`config.mk`:
```
export PLATFORM = sky130hd
export DESIGN_NAME = calc_sequencer
export DESIGN_NICKNAME = d
export VERILOG_FILES = /design/src/rtl/calc_seq_pkg.sv /design/src/rtl/calc_event_fifo.sv /design/src/rtl/calc_sequencer.sv
export SDC_FILE = /design/constraint.sdc
export NUM_CORES = 1
export LEC_CHECK = 0
export ABC_CLOCK_PERIOD_IN_PS = 2400
export BUFFER_PORTS_ARGS = -buffer_cell sky130_fd_sc_hd__buf_2
export CAP_MARGIN = 20
export CORE_ASPECT_RATIO = 0.8
export CORE_MARGIN = 5
export CORE_UTILIZATION = 50
export CTS_CLUSTER_DIAMETER = 50
export CTS_CLUSTER_SIZE = 28
export DETAILED_ROUTE_END_ITERATION = 8
export PLACE_DENSITY_LB_ADDON = 0.3
export SYNTH_ARGS = -nofsm -noshare
export SYNTH_HDL_FRONTEND = slang
export SYNTH_SLANG_ARGS = --single-unit
```
`constraint.sdc`:
```
create_clock -name clock -period 2.4 [get_ports clock]
set_input_delay 0.24 -clock clock [delete_from_list [all_inputs] [get_ports clock]]
set_output_delay 0.24 -clock clock [all_outputs]
set_load 0.02 [all_outputs]
```
`src/rtl/calc_seq_pkg.sv`:
```
// Shared types and constants for the calculator sequencer slice.
// Event encodings, FSM state codes, opcode width and the FIFO event record.
package calc_seq_pkg;

    // Opcode width carried by OP events and driven to the arithmetic unit
    localparam int OPW = 2;

    // Decoded key event classes from the keypad interpreter
    typedef enum logic [1:0] {
        EV_HEX = 2'd0,
        EV_OP  = 2'd1,
        EV_EQ  = 2'd2,
        EV_BS  = 2'd3
    } ev_type_e;

    // Sequencer FSM states
    typedef logic [2:0] state_t;
    localparam state_t ST_IDLE  = 3'd0;
    localparam state_t ST_START = 3'd1;
    localparam state_t ST_WAIT  = 3'd2;
    localparam state_t ST_WRITE = 3'd3;
    localparam state_t ST_PUSH  = 3'd4;
    localparam state_t ST_ERROR = 3'd5;

    // One buffered key event: class plus 4-bit payload
    typedef struct packed {
        logic [1:0] typ;
        logic [3:0] data;
    } event_t;

    localparam int EVW = $bits(event_t);

    // Opcode field of an OP event payload
    function automatic logic [OPW-1:0] ev_opcode(input event_t e);
        return e.data[OPW-1:0];
    endfunction

endpackage

```
`src/rtl/calc_event_fifo.sv`:
```
// Small event FIFO between the keypad interpreter and the sequencer FSM.
// Count-based occupancy; FIFO_DEPTH must be a power of two, at least 2.
// A push while full is accepted only when a pop happens in the same cycle.
module calc_event_fifo
    import calc_seq_pkg::*;
#(
    parameter int FIFO_DEPTH = 4
) (
    input  logic           clock,
    input  logic           reset,
    input  logic           push,
    input  logic [EVW-1:0] din,
    input  logic           pop,
    output logic [EVW-1:0] dout,
    output logic           full,
    output logic           empty
);

    localparam int AW = $clog2(FIFO_DEPTH);
    localparam logic [AW:0] FULL_CNT = (AW+1)'(FIFO_DEPTH);

    logic [EVW-1:0] mem [FIFO_DEPTH];
    logic [AW-1:0]  wr_ptr;
    logic [AW-1:0]  rd_ptr;
    logic [AW:0]    count;
    logic           push_ok;
    logic           pop_ok;

    assign full    = (count == FULL_CNT);
    assign empty   = (count == '0);
    assign pop_ok  = pop && !empty;
    assign push_ok = push && (!full || pop_ok);
    assign dout    = mem[rd_ptr];

    // Storage array: payload only, no reset needed
    always_ff @(posedge clock) begin
        if (push_ok) begin
            mem[wr_ptr] <= din;
        end
    end

    // Pointers and occupancy; pointers wrap naturally at the power-of-two depth
    always_ff @(posedge clock or posedge reset) begin
        if (reset) begin
            wr_ptr <= '0;
            rd_ptr <= '0;
            count  <= '0;
        end else begin
            if (push_ok) begin
                wr_ptr <= wr_ptr + 1'b1;
            end
            if (pop_ok) begin
                rd_ptr <= rd_ptr + 1'b1;
            end
            case ({push_ok, pop_ok})
                2'b10:   count <= count + 1'b1;
                2'b01:   count <= count - 1'b1;
                default: count <= count;
            endcase
        end
    end

endmodule

```
`src/rtl/calc_sequencer.sv`:
```
// Calculator control FSM: pops buffered key events and issues one-cycle
// register-file commands plus a start/done handshake to the arithmetic unit.
// All outputs are registered; each command pulse is high for the cycle that
// follows the edge at which its event was popped.
// Optional build macro CALC_SEQ_STATS_EN adds saturating op_count and
// drop_count outputs.
module calc_sequencer
    import calc_seq_pkg::*;
#(
    parameter int FIFO_DEPTH  = 4,
    parameter int ALU_TIMEOUT = 64
) (
    input  logic           clock,
    input  logic           reset,
    input  logic           ev_valid,
    input  logic [1:0]     ev_type,
    input  logic [3:0]     ev_data,
    output logic           ev_drop,
    output logic           hex_we,
    output logic [3:0]     hex_val,
    output logic           bs_we,
    output logic           push_we,
    output logic           ans_we,
    output logic           clr_we,
    output logic           alu_start,
    output logic [OPW-1:0] alu_op,
    input  logic           alu_done,
    input  logic           alu_ovw,
    output logic           busy,
    output logic           err
`ifdef CALC_SEQ_STATS_EN
    ,
    output logic [7:0]     op_count,
    output logic [3:0]     drop_count
`endif
);

    localparam int CW = $clog2(ALU_TIMEOUT + 1);
    localparam logic [CW-1:0] TMO_LAST = CW'(ALU_TIMEOUT - 1);

    // FIFO interface
    event_t ev_in;
    event_t head;
    logic   fifo_full;
    logic   fifo_empty;
    logic   pop;
    logic   push;
    logic   drop_n;

    // FSM state and operand bookkeeping
    state_t         state, state_n;
    logic [CW-1:0]  cnt, cnt_n;
    logic           pend_valid, pend_valid_n;
    logic [OPW-1:0] pend_op, pend_op_n;
    logic [OPW-1:0] next_op, next_op_n;
    logic           chain, chain_n;

    // Next values of the registered outputs
    logic           hex_we_n, bs_we_n, push_we_n, ans_we_n, clr_we_n;
    logic           alu_start_n;
    logic [3:0]     hex_val_n;
    logic [OPW-1:0] alu_op_n;
    logic           busy_n, err_n;

    assign ev_in = {ev_type, ev_data};

    // Only IDLE and ERROR consume events; every other state lets them queue
    assign pop    = !fifo_empty && ((state == ST_IDLE) || (state == ST_ERROR));
    assign push   = ev_valid && (!fifo_full || pop);
    assign drop_n = ev_valid && fifo_full && !pop;

    calc_event_fifo #(
        .FIFO_DEPTH (FIFO_DEPTH)
    ) u_fifo (
        .clock (clock),
        .reset (reset),
        .push  (push),
        .din   (ev_in),
        .pop   (pop),
        .dout  (head),
        .full  (fifo_full),
        .empty (fifo_empty)
    );

    // Next-state and command decode
    always_comb begin
        state_n      = state;
        cnt_n        = cnt;
        pend_valid_n = pend_valid;
        pend_op_n    = pend_op;
        next_op_n    = next_op;
        chain_n      = chain;
        hex_val_n    = hex_val;
        alu_op_n     = alu_op;
        hex_we_n     = 1'b0;
        bs_we_n      = 1'b0;
        push_we_n    = 1'b0;
        ans_we_n     = 1'b0;
        clr_we_n     = 1'b0;
        alu_start_n  = 1'b0;

        case (state)
            ST_IDLE: begin
                if (pop) begin
                    case (head.typ)
                        EV_HEX: begin
                            hex_we_n  = 1'b1;
                            hex_val_n = head.data;
                        end
                        EV_BS: begin
                            bs_we_n = 1'b1;
                        end
                        EV_OP: begin
                            if (!pend_valid) begin
                                push_we_n    = 1'b1;
                                pend_op_n    = ev_opcode(head);
                                pend_valid_n = 1'b1;
                            end else begin
                                chain_n     = 1'b1;
                                next_op_n   = ev_opcode(head);
                                alu_start_n = 1'b1;
                                alu_op_n    = pend_op;
                                state_n     = ST_START;
                            end
                        end
                        EV_EQ: begin
                            if (pend_valid) begin
                                chain_n     = 1'b0;
                                alu_start_n = 1'b1;
                                alu_op_n    = pend_op;
                                state_n     = ST_START;
                            end
                        end
                        default: ;
                    endcase
                end
            end

            ST_START: begin
                cnt_n   = '0;
                state_n = ST_WAIT;
            end

            ST_WAIT: begin
                cnt_n = cnt + 1'b1;
                if (alu_done) begin
                    if (alu_ovw) begin
                        state_n = ST_ERROR;
                    end else begin
                        ans_we_n = 1'b1;
                        state_n  = ST_WRITE;
                    end
                end else if (cnt == TMO_LAST) begin
                    state_n = ST_ERROR;
                end
            end

            ST_WRITE: begin
                if (chain) begin
                    push_we_n = 1'b1;
                    pend_op_n = next_op;
                    state_n   = ST_PUSH;
                end else begin
                    pend_valid_n = 1'b0;
                    state_n      = ST_IDLE;
                end
            end

            ST_PUSH: begin
                state_n = ST_IDLE;
            end

            ST_ERROR: begin
                // Anything but backspace is swallowed while in error
                if (pop && (head.typ == EV_BS)) begin
                    clr_we_n     = 1'b1;
                    pend_valid_n = 1'b0;
                    state_n      = ST_IDLE;
                end
            end

            default: begin
                state_n = ST_IDLE;
            end
        endcase

        busy_n = (state_n != ST_IDLE);
        err_n  = (state_n == ST_ERROR);
    end

    // State, bookkeeping and registered outputs
    always_ff @(posedge clock or posedge reset) begin
        if (reset) begin
            state      <= ST_IDLE;
            cnt        <= '0;
            pend_valid <= 1'b0;
            pend_op    <= '0;
            next_op    <= '0;
            chain      <= 1'b0;
            ev_drop    <= 1'b0;
            hex_we     <= 1'b0;
            hex_val    <= '0;
            bs_we      <= 1'b0;
            push_we    <= 1'b0;
            ans_we     <= 1'b0;
            clr_we     <= 1'b0;
            alu_start  <= 1'b0;
            alu_op     <= '0;
            busy       <= 1'b0;
            err        <= 1'b0;
        end else begin
            state      <= state_n;
            cnt        <= cnt_n;
            pend_valid <= pend_valid_n;
            pend_op    <= pend_op_n;
            next_op    <= next_op_n;
            chain      <= chain_n;
            ev_drop    <= drop_n;
            hex_we     <= hex_we_n;
            hex_val    <= hex_val_n;
            bs_we      <= bs_we_n;
            push_we    <= push_we_n;
            ans_we     <= ans_we_n;
            clr_we     <= clr_we_n;
            alu_start  <= alu_start_n;
            alu_op     <= alu_op_n;
            busy       <= busy_n;
            err        <= err_n;
        end
    end

`ifdef CALC_SEQ_STATS_EN
    function automatic logic [7:0] sat_inc8(input logic [7:0] v);
        return (v == 8'hFF) ? v : v + 8'd1;
    endfunction

    function automatic logic [3:0] sat_inc4(input logic [3:0] v);
        return (v == 4'hF) ? v : v + 4'd1;
    endfunction

    // Saturating activity counters: completed operations and dropped events
    always_ff @(posedge clock or posedge reset) begin
        if (reset) begin
            op_count   <= '0;
            drop_count <= '0;
        end else begin
            if ((state == ST_WAIT) && (state_n == ST_WRITE)) begin
                op_count <= sat_inc8(op_count);
            end
            if (drop_n) begin
                drop_count <= sat_inc4(drop_count);
            end
        end
    end
`endif

endmodule

```
==> results.txt <==
----------------------------------------------------
[Worst hold path]
  Worst hold-check path type ... input pin to async pin

[Synth]
  Number of synthesis warnings ... 0
  Flip-flop cell with the highest count after synthesis ... dfrtp_1
  Async SR Flop Fraction ... 0.613
  Most area-hungry cell type in the Yosys netlist ... dfrtp_1
  Most area-consuming cells after synthesis ... dfrtp_1 (35%), edfxtp_1 (27%), mux4_2 (5.0%), ha_1 (4.6%), mux2_2 (3.3%)
  Syn_nets ... 212
  Netlist area before placement ... 2710 µm²
  Number of flops mapped to enable cells by yosys ... 24
  Sequential cell area fraction in the yosys report ... 0.617
  Synthesized instance count ... 190
  Number of storage elements in the synthesis netlist ... 62
  Synth top area share ... 0.351
  Number of library cell types mapped by synthesis ... 44
  Post-Synthesis Mean Instance Area ... 14.3 µm²

[Timing]
  Measured slew at the worst slew-check pin ... 0.483 ns
  Final total negative setup slack ... 0 ns
  Number of endpoints with negative hold slack in the final report ... 0
  Final hold slack ... 0.0160 ns
  Final count of pins violating max slew ... 0
  Highest achievable clock rate ... 440 MHz
  Unrepaired setup endpoints after global routing ... no
  Post-layout min period ... 2.27 ns
  Share of the clock period used by the worst path ... 0.947
  Worst clock skew ... 0.00770 ns
  Headroom to the max-slew limit ... 0.678
  # setup viols final ... 0

[GRT]
  Total Routing Usage GR ... 0.159
  Global-route wire length before repair ... 8190 µm
  Antenna violations before repair ... 0
  Overall overflow remaining after global route ... 0
  Number of global-route vias before repair ... 1706
  Largest net degree at the start of global routing ... 39

[Cells and area]
  Number of standard cells in the layout, taps in and fillers out ... 299
  Ratio of cells with drive above 1 in the final layout ... 0.299
  P&R area growth vs syn ... 14.6%
  Diodes inserted ... 0
  Final Net Count ... 251

[Critical path]
  R2R Path Start ... u_fifo.rd_ptr[0]
  Cell breakdown of the critical path ... mux4_2 -> inv_1 -> ha_1 -> nand2b_1 -> or4_4 -> a21oi_4 -> mux2_4
  Data arrival, critical path ... 2.49 ns
  Setup slack on the worst flop-to-flop path ... 0.13 ns
  Crit Path Max Fanout ... 3
  Type of origin of the critical path ... register
  Critical path class ... register to register
  R2R cell count ... 7
  Biggest cell delay along the critical path ... 0.54 ns
  Worst setup EP type ... register
  Startpoint of the most critical setup path ... u_fifo.rd_ptr[0]
  FF-to-FF End ... pend_op[1]
  Crit-path slowest cell ... mux4_2
  Data required time at the worst endpoint ... 2.62 ns

[Placement]
  Weighted congestion at the end of routability-driven global placement ... 0.785
  Placed Instances ... 283
  Placed wire-length estimate after detailed placement ... 3390 µm
  Port-buffer cells ... 25

[Clock network]
  Sink count of the clock tree ... 62
  Number of H-tree levels ... 3
  Clock tree from TritonCTS ... built
  Root buf cell ... clkbuf_8
  Clock buffer count from CTS ... 9
  Max clock buf depth ... 2
  Number of setup buffers added after CTS ... 0
  Hold bufs inserted after CTS ... 0
  Total of cells resized after clock tree synthesis ... 0
  CTS clock-pin slew for the worst setup and hold paths ... 0.07 ns
  Clock latency reported for the late side of the worst-skew pair ... 0.33 ns

[Drt]
  Via density ... 5.29
  Via Count ... 1582
  Iteration-0 DRC Markers ... 119
  Remaining antenna violation count ... 0
  Final wirelength ... 4630 µm
  Routed wire length per instance ... 15.5 µm
  First-pass iteration count of the detailed router ... 4
  Post-detailed-route DRC marker count ... 0

[Job]
  Max-cap check violation count ... 0

[Floorplanning]
  Core Footprint ... 5350 µm²
  Effective utilization at floorplan ... 0.507
  Area of the die ... 7000 µm²
  Count of standard-cell rows ... 24
  Chip width ... 92.3 µm
  Number of placed I/O pins ... 26
  Overall die height ... 75.9 µm

[Outcome]
  Run status ... completed

[Pwr]
  Largest voltage drop on the vdd net ... 556 µV
  Power density relative to cell area ... 1290 nW/µm²
  Total leakage power ... 1.37 nW

----------------------------------------------------
[kinds of logic after synthesis]
logic type	count (synthesis)	share of synthesized area
AO/OA/AOI/OAI	23	0.0614
AND/OR/NAND/NOR	52	0.119
adder cells (fa/ha/maj)	11	0.0536
buffers and inverters	18	0.0291
multiplexers	17	0.0979
XOR/XNOR	7	0.0226
flip-flops	62	0.617
[critical path, delay by kind of cell, from the launching register on]
family / cells / cell delay, ns
AOI/OAI and AO/OA: 1 / 0.18
adders and majority gates: 1 / 0.18
buffers and inverters: 1 / 0.10
DFF: 1 / 0.37
muxes: 2 / 0.85
and+or+nand+nor: 2 / 0.50
[synth_stat cells (all sizes together), types with 2 or more instances]
cell type	instances
dfrtp	38
edfxtp	24
inv	13
nand2	13
ha	10
mux2	10
nand3	9
o21ai	9
mux4	6
buf	5
and3	4
nand2b	4
nor2	4
xor2	4
a21oi	3
and2	3
o31ai	3
xnor2	3
a32oi	2
nand4	2
nand4b	2
nor3	2
nor3b	2
o211ai	2
or3b	2
[cell usage in the layout, fill, tap and decap left out, types with 3 or more instances in the layout]
cell and instances:
buf_4 8, edfxtp_1 24, buf_2 25, xor2_1 4
clkbuf_8 9, and3_1 4, nor2_1 4, mux4_2 6
o21ai_1 4, ha_1 10, mux2_2 8, nand2_1 13
xnor2_1 3, o21ai_0 5, o31ai_1 3, nand2b_1 4
inv_1 13, dfrtp_1 38, nand3_1 9, clkinv_2 4
[per-layer routing]
layer / routed length (µm) / track usage
met1: 2220 / 0.199
met2: 2110 / 0.244
met3: 214 / 0.0632
met4: 91 / 0.0791
met5: 0 / 0
[final cells by class]
class                   count  area, µm²
fillers                   441       2240
flip-flops and latches     62       1670
clock buffers              11        131
repair buffers             33        185
multi-input cells         110        960
inverters                  13       48.8
well taps                  65       81.3
clock inverters             5       27.5
[per-stage QoR]
step	total power [mW]	instance area (µm²)	worst slack [ns]	utilization
finish	4.02	3110	0.127	0.581
global route	4.35	3110	0.0122	0.581
CTS	4.08	3110	0.117	0.581
detailed placement	3.32	2950	0.119	0.551
global placement	3.28	2950	0.145	0.551
floorplan	2.85	2710	0.00319	-
[sequential cells by signal, indices dropped and copies added, names as in the netlist, 2 cells and up]
register	flops
u_fifo.mem	24
cnt	7
hex_val	4
state	3
u_fifo.count	3
alu_op	2
next_op	2
pend_op	2
u_fifo.rd_ptr	2
u_fifo.wr_ptr	2
[worst max path at each step]
stage,to,slack (ns),depth (start not counted)
finish,pend_op[1],0.13,7
global route,pend_op[1],0.01,7
CTS,pend_op[0],0.12,7
detailed placement,pend_op[0],0.12,7
global placement,pend_op[0],0.15,7
floorplan,pend_op[0],0.003,8
[power breakdown]
group	switching [mW]	internal (mW)	leakage, nW
Sequential	0.176	1.45	0.701
Clock	0.370	0.367	0.0829
Combinational	0.897	0.752	0.590
Power figures use the tool's default switching activity.
